## src/rtl/synth_cfg_writer.sv

```systemverilog
// rtl/synth_cfg_writer.sv - serialises a masked 6-byte config image onto a synth's byte-wide cfg bus
//
// Purpose:
//   Accepts one write request (6-bit byte mask + 48-bit image) from the host
//   and emits the selected bytes one per cycle in ascending index order. Each
//   emitted byte is marked by a one-hot cfg_en strobe. An optional run of
//   GAP_CYCLES idle cycles separates consecutive bytes.
//
// Parameters:
//   GAP_CYCLES  idle cycles between consecutive emitted bytes (0..15)
//
// Build option:
//   SYNTH_CFGW_SHADOW_EN  when defined, a shadow copy of the synth config is
//                         kept and bytes whose value already matches the
//                         shadow are dropped from the request.
//
// Ports:
//   clk        clock, all state on the rising edge
//   rst_n      asynchronous active-low reset
//   ena        global enable; low freezes the sequencer
//   req_valid  host request valid
//   req_ready  writer can accept a request (registered)
//   req_mask   byte select, bit i selects config byte i
//   req_data   config image, byte i = req_data[8i+7:8i]
//   cfg_out    config byte to the synth (holds last emitted value)
//   cfg_en     one-hot byte write strobe, bits 7:6 always 0
//   busy       high while a request is being emitted
//   done       one-cycle pulse when a request completes

module synth_cfg_writer #(
  parameter int GAP_CYCLES = 0
) (
  input  logic        clk,
  input  logic        rst_n,
  input  logic        ena,
  input  logic        req_valid,
  output logic        req_ready,
  input  logic [5:0]  req_mask,
  input  logic [47:0] req_data,
  output logic [7:0]  cfg_out,
  output logic [7:0]  cfg_en,
  output logic        busy,
  output logic        done
);

  localparam logic [1:0] S_IDLE = 2'd0;
  localparam logic [1:0] S_SEND = 2'd1;
  localparam logic [1:0] S_GAP  = 2'd2;

  // The gap counter counts down to zero, so it is loaded with one less than
  // the gap length; the byte after the gap is launched on the zero cycle.
  localparam int         GAP_M1   = (GAP_CYCLES > 0) ? GAP_CYCLES - 1 : 0;
  localparam logic [3:0] GAP_LOAD = 4'(GAP_M1);

  logic [1:0]  state;
  logic [5:0]  mask_q;     // bytes still to be emitted
  logic [47:0] data_q;     // latched config image
  logic [3:0]  gap_cnt;

  logic        accept;
  logic [5:0]  eff_mask;
  logic [5:0]  src_mask;
  logic [47:0] src_data;
  logic [5:0]  pick;
  logic [7:0]  pick_byte;

`ifdef SYNTH_CFGW_SHADOW_EN
  logic [47:0] shadow_q;
  logic [5:0]  diff;

  always_comb begin
    diff = '0;
    for (int i = 0; i < 6; i++) begin
      diff[i] = (req_data[8*i +: 8] != shadow_q[8*i +: 8]);
    end
  end

  assign eff_mask = req_mask & diff;
`else
  assign eff_mask = req_mask;
`endif

  // req_ready is only ever high in IDLE; ena is re-checked because
  // req_ready reflects the enable of the previous cycle.
  assign accept = ena & req_valid & req_ready & (state == S_IDLE);

  // The first byte is launched on the accept edge itself, straight from the
  // request inputs; later bytes come from the latched copies.
  assign src_mask = accept ? eff_mask : mask_q;
  assign src_data = accept ? req_data : data_q;

  // Isolate the lowest set bit: ascending emission order.
  assign pick = src_mask & (~src_mask + 6'd1);

  always_comb begin
    pick_byte = '0;
    for (int i = 0; i < 6; i++) begin
      if (pick[i]) begin
        pick_byte = pick_byte | src_data[8*i +: 8];
      end
    end
  end

  always_ff @(posedge clk or negedge rst_n) begin
    if (!rst_n) begin
      state     <= S_IDLE;
      mask_q    <= '0;
      data_q    <= '0;
      gap_cnt   <= '0;
      cfg_out   <= '0;
      cfg_en    <= '0;
      busy      <= 1'b0;
      done      <= 1'b0;
      req_ready <= 1'b0;
`ifdef SYNTH_CFGW_SHADOW_EN
      shadow_q  <= 48'h0838_0638_0638;
`endif
    end else begin
      // Strobes default low every cycle, including frozen cycles, so a byte
      // strobe or done pulse is never stretched by ena.
      cfg_en <= '0;
      done   <= 1'b0;

      if (!ena) begin
        req_ready <= 1'b0;
      end else begin
        case (state)
          S_IDLE: begin
            req_ready <= 1'b1;
            if (accept) begin
              data_q <= req_data;
              if (eff_mask == 6'd0) begin
                // Nothing to write: acknowledge with done and stay idle.
                mask_q <= '0;
                done   <= 1'b1;
              end else begin
                cfg_en    <= {2'b00, pick};
                cfg_out   <= pick_byte;
                mask_q    <= src_mask & ~pick;
                state     <= S_SEND;
                busy      <= 1'b1;
                req_ready <= 1'b0;
              end
            end
          end

          // A byte is on the bus this cycle; decide what follows it.
          S_SEND: begin
            if (mask_q == 6'd0) begin
              state     <= S_IDLE;
              busy      <= 1'b0;
              done      <= 1'b1;
              req_ready <= 1'b1;
            end else if (GAP_CYCLES > 0) begin
              state   <= S_GAP;
              gap_cnt <= GAP_LOAD;
            end else begin
              cfg_en  <= {2'b00, pick};
              cfg_out <= pick_byte;
              mask_q  <= src_mask & ~pick;
            end
          end

          S_GAP: begin
            if (gap_cnt == 4'd0) begin
              cfg_en  <= {2'b00, pick};
              cfg_out <= pick_byte;
              mask_q  <= src_mask & ~pick;
              state   <= S_SEND;
            end else begin
              gap_cnt <= gap_cnt - 4'd1;
            end
          end

          default: begin
            state     <= S_IDLE;
            busy      <= 1'b0;
            req_ready <= 1'b0;
          end
        endcase

`ifdef SYNTH_CFGW_SHADOW_EN
        // Track what the synth now holds for every byte launched this edge.
        if (accept || (state == S_GAP && gap_cnt == 4'd0) ||
            (state == S_SEND && mask_q != 6'd0 && GAP_CYCLES == 0)) begin
          for (int i = 0; i < 6; i++) begin
            if (pick[i]) begin
              shadow_q[8*i +: 8] <= src_data[8*i +: 8];
            end
          end
        end
`endif
      end
    end
  end

endmodule

```

## config.mk

```make
export PLATFORM = sky130hd
export DESIGN_NAME = synth_cfg_writer
export DESIGN_NICKNAME = d
export VERILOG_FILES = /design/src/rtl/synth_cfg_writer.sv
export SDC_FILE = /design/constraint.sdc
export NUM_CORES = 1
export LEC_CHECK = 0
export CORE_AREA = 2 2 81 83
export CTS_BUF_LIST = sky130_fd_sc_hd__clkbuf_8 sky130_fd_sc_hd__clkbuf_16
export CTS_CLUSTER_SIZE = 40
export DETAILED_ROUTE_END_ITERATION = 6
export DIE_AREA = 0 0 83 85
export MAX_ROUTING_LAYER = met4
export PLACE_DENSITY = 0.83
export SLEW_MARGIN = 25
export SYNTH_ARGS = -nofsm -noshare
export SYNTH_HDL_FRONTEND = slang
export SYNTH_SLANG_ARGS = --single-unit
export TNS_END_PERCENT = 20
```

## constraint.sdc

```tcl
create_clock -name clk -period 4.27 [get_ports clk]
set_clock_uncertainty 0.05 [all_clocks]
set_input_delay 0.854 -clock clk [delete_from_list [all_inputs] [get_ports clk]]
set_output_delay 0.854 -clock clk [all_outputs]
set_load 0.03 [all_outputs]
```

[Word-level counts from Yosys, hierarchy flattened]
Cells that the tools add are included.
Operators by class
  reduce and logical (&&, ||, !) cells: 12
  eq/ne operators: 9
  bitwise operators: 14
  mux-type cells: 42
  add/subtract/negate cells: 2
Operator list (count)
  8-bit 2-to-1 mux: 10
  6-bit 2-to-1 mux: 10
  48-bit 2-to-1 mux: 1
  8-bit bitwise OR: 5
  6-bit case mux with 3 select lines: 2
  8-bit case mux with 3 select lines: 1
  5-bit AND reduction: 3
  6-bit bitwise AND: 2
  6-bit zero test: 2
  2-bit inequality test (second input constant): 6
  6-bit inverter: 2
  1-bit 2-to-1 mux: 10
  2-bit 2-to-1 mux: 4
  6-bit by 1-bit adder with 6-bit output (second input constant): 1
  1-bit case mux with 3 select lines: 2
  2-bit case mux with 3 select lines: 1
  6-bit AND reduction: 1
  4-bit zero test: 1
  2-bit AND reduction: 2
  4-bit by 1-bit subtractor with 4-bit output (second input constant): 1
  1-bit bitwise AND: 3
  3-bit inequality test (second input constant): 1
  3-bit AND reduction: 1
  3-bit nonzero test: 1
  other kinds (5): 6
Storage, ports and cells
  register bits after elaboration: 79
  input port bits: 58
  output and inout bits: 19

[Depth between registers and ports, before layout]
  depth in word-level cells: 21
  depth in mapped cells: 7

[Least setup slack after synthesis]
Ideal clock, no wire load.
  path kind: input port to flip-flop
  start point: input port req_mask[0]
  end point: register cfg_out[7]
  path slack: 2.102 ns
  arrival: 2.052 ns
  library setup time: 0.066 ns
  stages on the path: 5
  cells stage by stage: or4_1 nor4_4 nor2_1 a21oi_1 o32a_1
On the way
  longest elaborated chain between the ends: 18
  elaborated cells on any way between the ends: 23
Ends and longest elaborated chain
  from (decl): line 38  | input logic [5:0] req_mask,
  6-bit 2-to-1 mux: line 89  | assign src_mask = accept ? eff_mask : mask_q;
  6-bit inverter: line 93  | assign pick = src_mask & (~src_mask + 6'd1);
  6-bit by 1-bit adder with 6-bit output: line 93
  6-bit bitwise AND: line 93
  8-bit 2-to-1 mux: line 98  | if (pick[i]) begin
  8-bit bitwise OR: line 99  | pick_byte = pick_byte | src_data[8*i +: 8];
  8-bit 2-to-1 mux: line 98
  8-bit bitwise OR: line 99
  [... 2 more ...]
  8-bit 2-to-1 mux: line 98
  8-bit bitwise OR: line 99
  8-bit 2-to-1 mux: line 98
  8-bit bitwise OR: line 99
  8-bit 2-to-1 mux: line 98
  8-bit 2-to-1 mux: line 132  | if (eff_mask == 6'd0) begin
  8-bit 2-to-1 mux: line 130  | if (accept) begin
  8-bit case mux with 3 select lines: line 127  | case (state)
  to (signal assigned): line 138  | cfg_out <= pick_byte;
  to (signal assigned): line 159  | cfg_out <= pick_byte;
  to (signal assigned): line 167  | cfg_out <= pick_byte;
  to (decl): line 40  | output logic [7:0] cfg_out,
Parallel ways exist; a longest one is shown, timed or not. The select of a mux whose other input is x is not followed.
A chain may end at the register's enable or synchronous reset.

[Final worst setup path]
  start point: input port ena
  end point: register cfg_out[7]
On the way
  longest elaborated chain between the ends: 21
  elaborated cells on any way between the ends: 26
Ends and longest elaborated chain
  from (decl): line 35  | input logic ena,
  1-bit bitwise AND (3 in series): line 85  | assign accept = ena & req_valid & req_ready & (state == S_IDLE);
  6-bit 2-to-1 mux: line 89
  6-bit inverter: line 93
  6-bit by 1-bit adder with 6-bit output: line 93
  6-bit bitwise AND: line 93
  8-bit 2-to-1 mux: line 98
  8-bit bitwise OR: line 99
  8-bit 2-to-1 mux: line 98
  [... 3 more ...]
  8-bit 2-to-1 mux: line 98
  8-bit bitwise OR: line 99
  8-bit 2-to-1 mux: line 98
  8-bit bitwise OR: line 99
  8-bit 2-to-1 mux: line 98
  8-bit 2-to-1 mux: line 132
  8-bit 2-to-1 mux: line 130
  8-bit case mux with 3 select lines: line 127
Parallel ways exist; a longest one is shown, timed or not. The select of a mux whose other input is x is not followed.

==> summary.md <==
| Metric | Value |
|---|---|
| CTS HTree Levels | `3` |
| Remaining DRCs | `0` |
| Final period util | `70.71%` |
| #FFs+latches synth | `62` |
| Buffers on Ports | `74` |
| Cell with the most instances after synthesis | `nand2_1` |
| FILL cells | `478` |
| Tmin final | `3.019 ns` |
| Clk sinks | `62` |
| Critical path type | `input pin to register` |
| Clk_lat worst skew | `0.34 ns` |
| ANT cells | `0` |
| Maxcap violations | `0` |
| Num rows | `29` |
| Worst setup EP type | `register` |
| Mapped Avg Cell Area | `9.675 sq um` |
| WL/cell | `18.32 um` |
| Die height | `85 um` |
| Vias in the first global route | `2880` |
| Leakage dissipation | `0.001789 uW` |
| Commonest cells in the netlist | `90 x nand2_1, 62 x dfrtp_1, 21 x o21ai_0` |
| Gr ovfl total | `0` |
| Yosys cell types | `43` |
| Finished Layout Cells | `477` |
| Final setup viols | `0` |
| Number of DRC markers in iteration 0 | `256` |
| Critical-path cell list | `clkdlybuf4s50_1, nand4b_4, buf_4, nor4_4, nor2_1, a21oi_1, o32a_1` |
| Gr usage total | `26.68%` |
| Aggregate routed wire length | `8739 um` |
| Relative slew slack | `45.24%` |
| Core Footprint | `0.006205 sq mm` |
| Setup WS post-layout | `1.251 ns` |
| Worst VDD drop | `423.2 uV` |
| Max clock buf depth | `2` |
| Cell Area, Synth | `0.003183 sq mm` |
| CTS tree | `yes` |
| DRT antenna net count | `0` |
| DP Cell Count | `461` |
| Final nets | `453` |
| Clk pin slew, worst setup/hold paths | `0.07 ns` |
| Cell taking the most area after synthesis | `dfrtp_1` |
| DR vias/cell | `5.964` |
| FMAX | `331.2 MHz` |
| CP max stage delay | `0.62 ns` |
| Most area-consuming cells after synthesis | `dfrtp_1 49%, nand2_1 11%, mux2_2 4.6%, a221oi_1 4.1%, o21ai_0 3.3%` |
| Post-synthesis sequential area ratio | `48.74%` |
| CTS Hold Bufs | `0` |
| Post-synthesis instance total | `329` |
| Crit-path max FO | `40` |
| Worst setup SP type | `input pin` |
| Status | `completed` |
| Fraction of layout cells with a size suffix above 1 | `12.25%` |
| First-pass detailed-route iteration total | `4` |
| PwrDens | `613.4 mW/mm^2` |
| EDFF count, synth | `0` |
| Detailed-route via count | `2845` |
| Warnings, synthesis | `0` |
| Most common flop cell mapped by yosys | `dfrtp_1` |
| Worst min path class | `register to register` |
| Initial Utilization | `51.30%` |
| Half-perimeter wire length after placement | `6056 um` |
| Inserted Clock Buffers | `9` |
| Io pins | `77` |
| Chip width | `83 um` |
| Worst hold slack | `0.4307 ns` |
| Tot Pwr | `2559 uW` |
| Worst path slowest cell | `clkdlybuf4s50_1` |
| Kind of cell adding the most delay to the critical path | `buffers and inverters` |
| Pre-CTS worst setup slack | `0.9372 ns` |
| Buf/Inv on CP | `2` |
| Setup TNS Final | `0 ns` |
| CTS resizes | `0` |
| RSZ-0062 raised after global routing | `false` |
| Hold Fails Final Rpt | `0` |
| Synth top area share | `48.74%` |
| FFs w/ async S/R, synth | `100.0%` |
| Die area | `0.007055 sq mm` |
| Worst-margin pin slew | `0.8197 ns` |
| Worst Path Arrival | `3.25 ns` |
| Pin count of the biggest net entering global routing | `41` |
| Worst path required time | `4.50 ns` |
| Clk root buf | `clkbuf_8` |
| Max-slew violations | `0` |
| RePlAce Congestion | `0.8793` |
| Initial antenna violation count | `0` |
| First-pass GRT wire length | `14200 um` |
| Area growth from synthesis to layout | `31.05%` |
| Setup bufs post-CTS | `0` |
-- per-stage QoR --
stage          util [%]  cell area (sq um)
3_5_place_dp      63.42               3935
5_1_grt           67.23               4172
6_report          67.23               4172
4_1_cts           67.01               4158
3_3_place_gp      63.42               3935
2_1_floorplan         -               3187
-- cells by family after synthesis --
group                  Yosys count  share of synthesized area, %
AOI/OAI and AO/OA               87                         20.13
and+or+nand+nor                133                         21.03
buffers and inverters           32                         4.914
DFF                             62                         48.74
muxes                           14                         5.071
other                            1                        0.1178
-- power breakdown --
part,internal [uW],switching (uW)
clock network,330,245
registers,839,187
logic,443,516
total,1610,947
-- state kept, by name, indices dropped and copies added, names as in the netlist --
signal / flops
busy: 1
cfg_out: 8
data_q: 40
mask_q: 5
done: 1
req_ready: 1
cfg_en: 6
-- area by class of cell --
class                      instances  area (sq um)  share of cell area, %
tap                               77         96.34                  2.310
sequential                        62          1551                  37.19
inverter                           5         18.77                 0.4499
clock buffer                       9         123.9                  2.969
timing repair buffer              81         788.3                  18.90
clock inverter                     7         98.84                  2.370
multi-input combinational        236          1494                  35.81
-- cells in the final DEF, fill, tap and decap left out, types with 8 or more instances in the layout --
cell	n
a21oi_1	17
clkdlybuf4s50_1	73
a221oi_1	15
mux2_2	13
dfrtp_1	62
clkbuf_8	9
nand2_1	90
o21ai_0	21
nor4bb_1	8
nand3_1	12
a32o_1	9
-- per-layer routing --
| metal | wire [um] | track usage, % | vias up |
|---|---|---|---|
| met4 | 254 | 14.16 | 0 |
| met3 | 571 | 4.864 | 18 |
| li1 | - | - | 1331 |
| met1 | 3608 | 33.69 | 1382 |
| met2 | 4305 | 41.20 | 114 |
| met5 | 0 | - | - |
-- worst min-delay path, delay by kind of cell (launching register included) --
kind          cells  cell delay [ns]
flops             1             0.35
simple gates      2             0.11
-- path summary, 6_finish.rpt --
kind | from | endpoint | slack [ns] | cells after the start
worst min register to register | data_q[17] | data_q[17] | 0.43 | 2
min in group asynchronous | rst_n | data_q[32] | 0.45 | 1
worst max register to register | busy | cfg_out[7] | 1.83 | 6
max in group asynchronous | rst_n | data_q[16] | 2.83 | 2
worst max-delay path | ena | cfg_out[7] | 1.25 | 7
worst min-delay path | data_q[17] | data_q[17] | 0.43 | 2
Power figures use the tool's default switching activity.
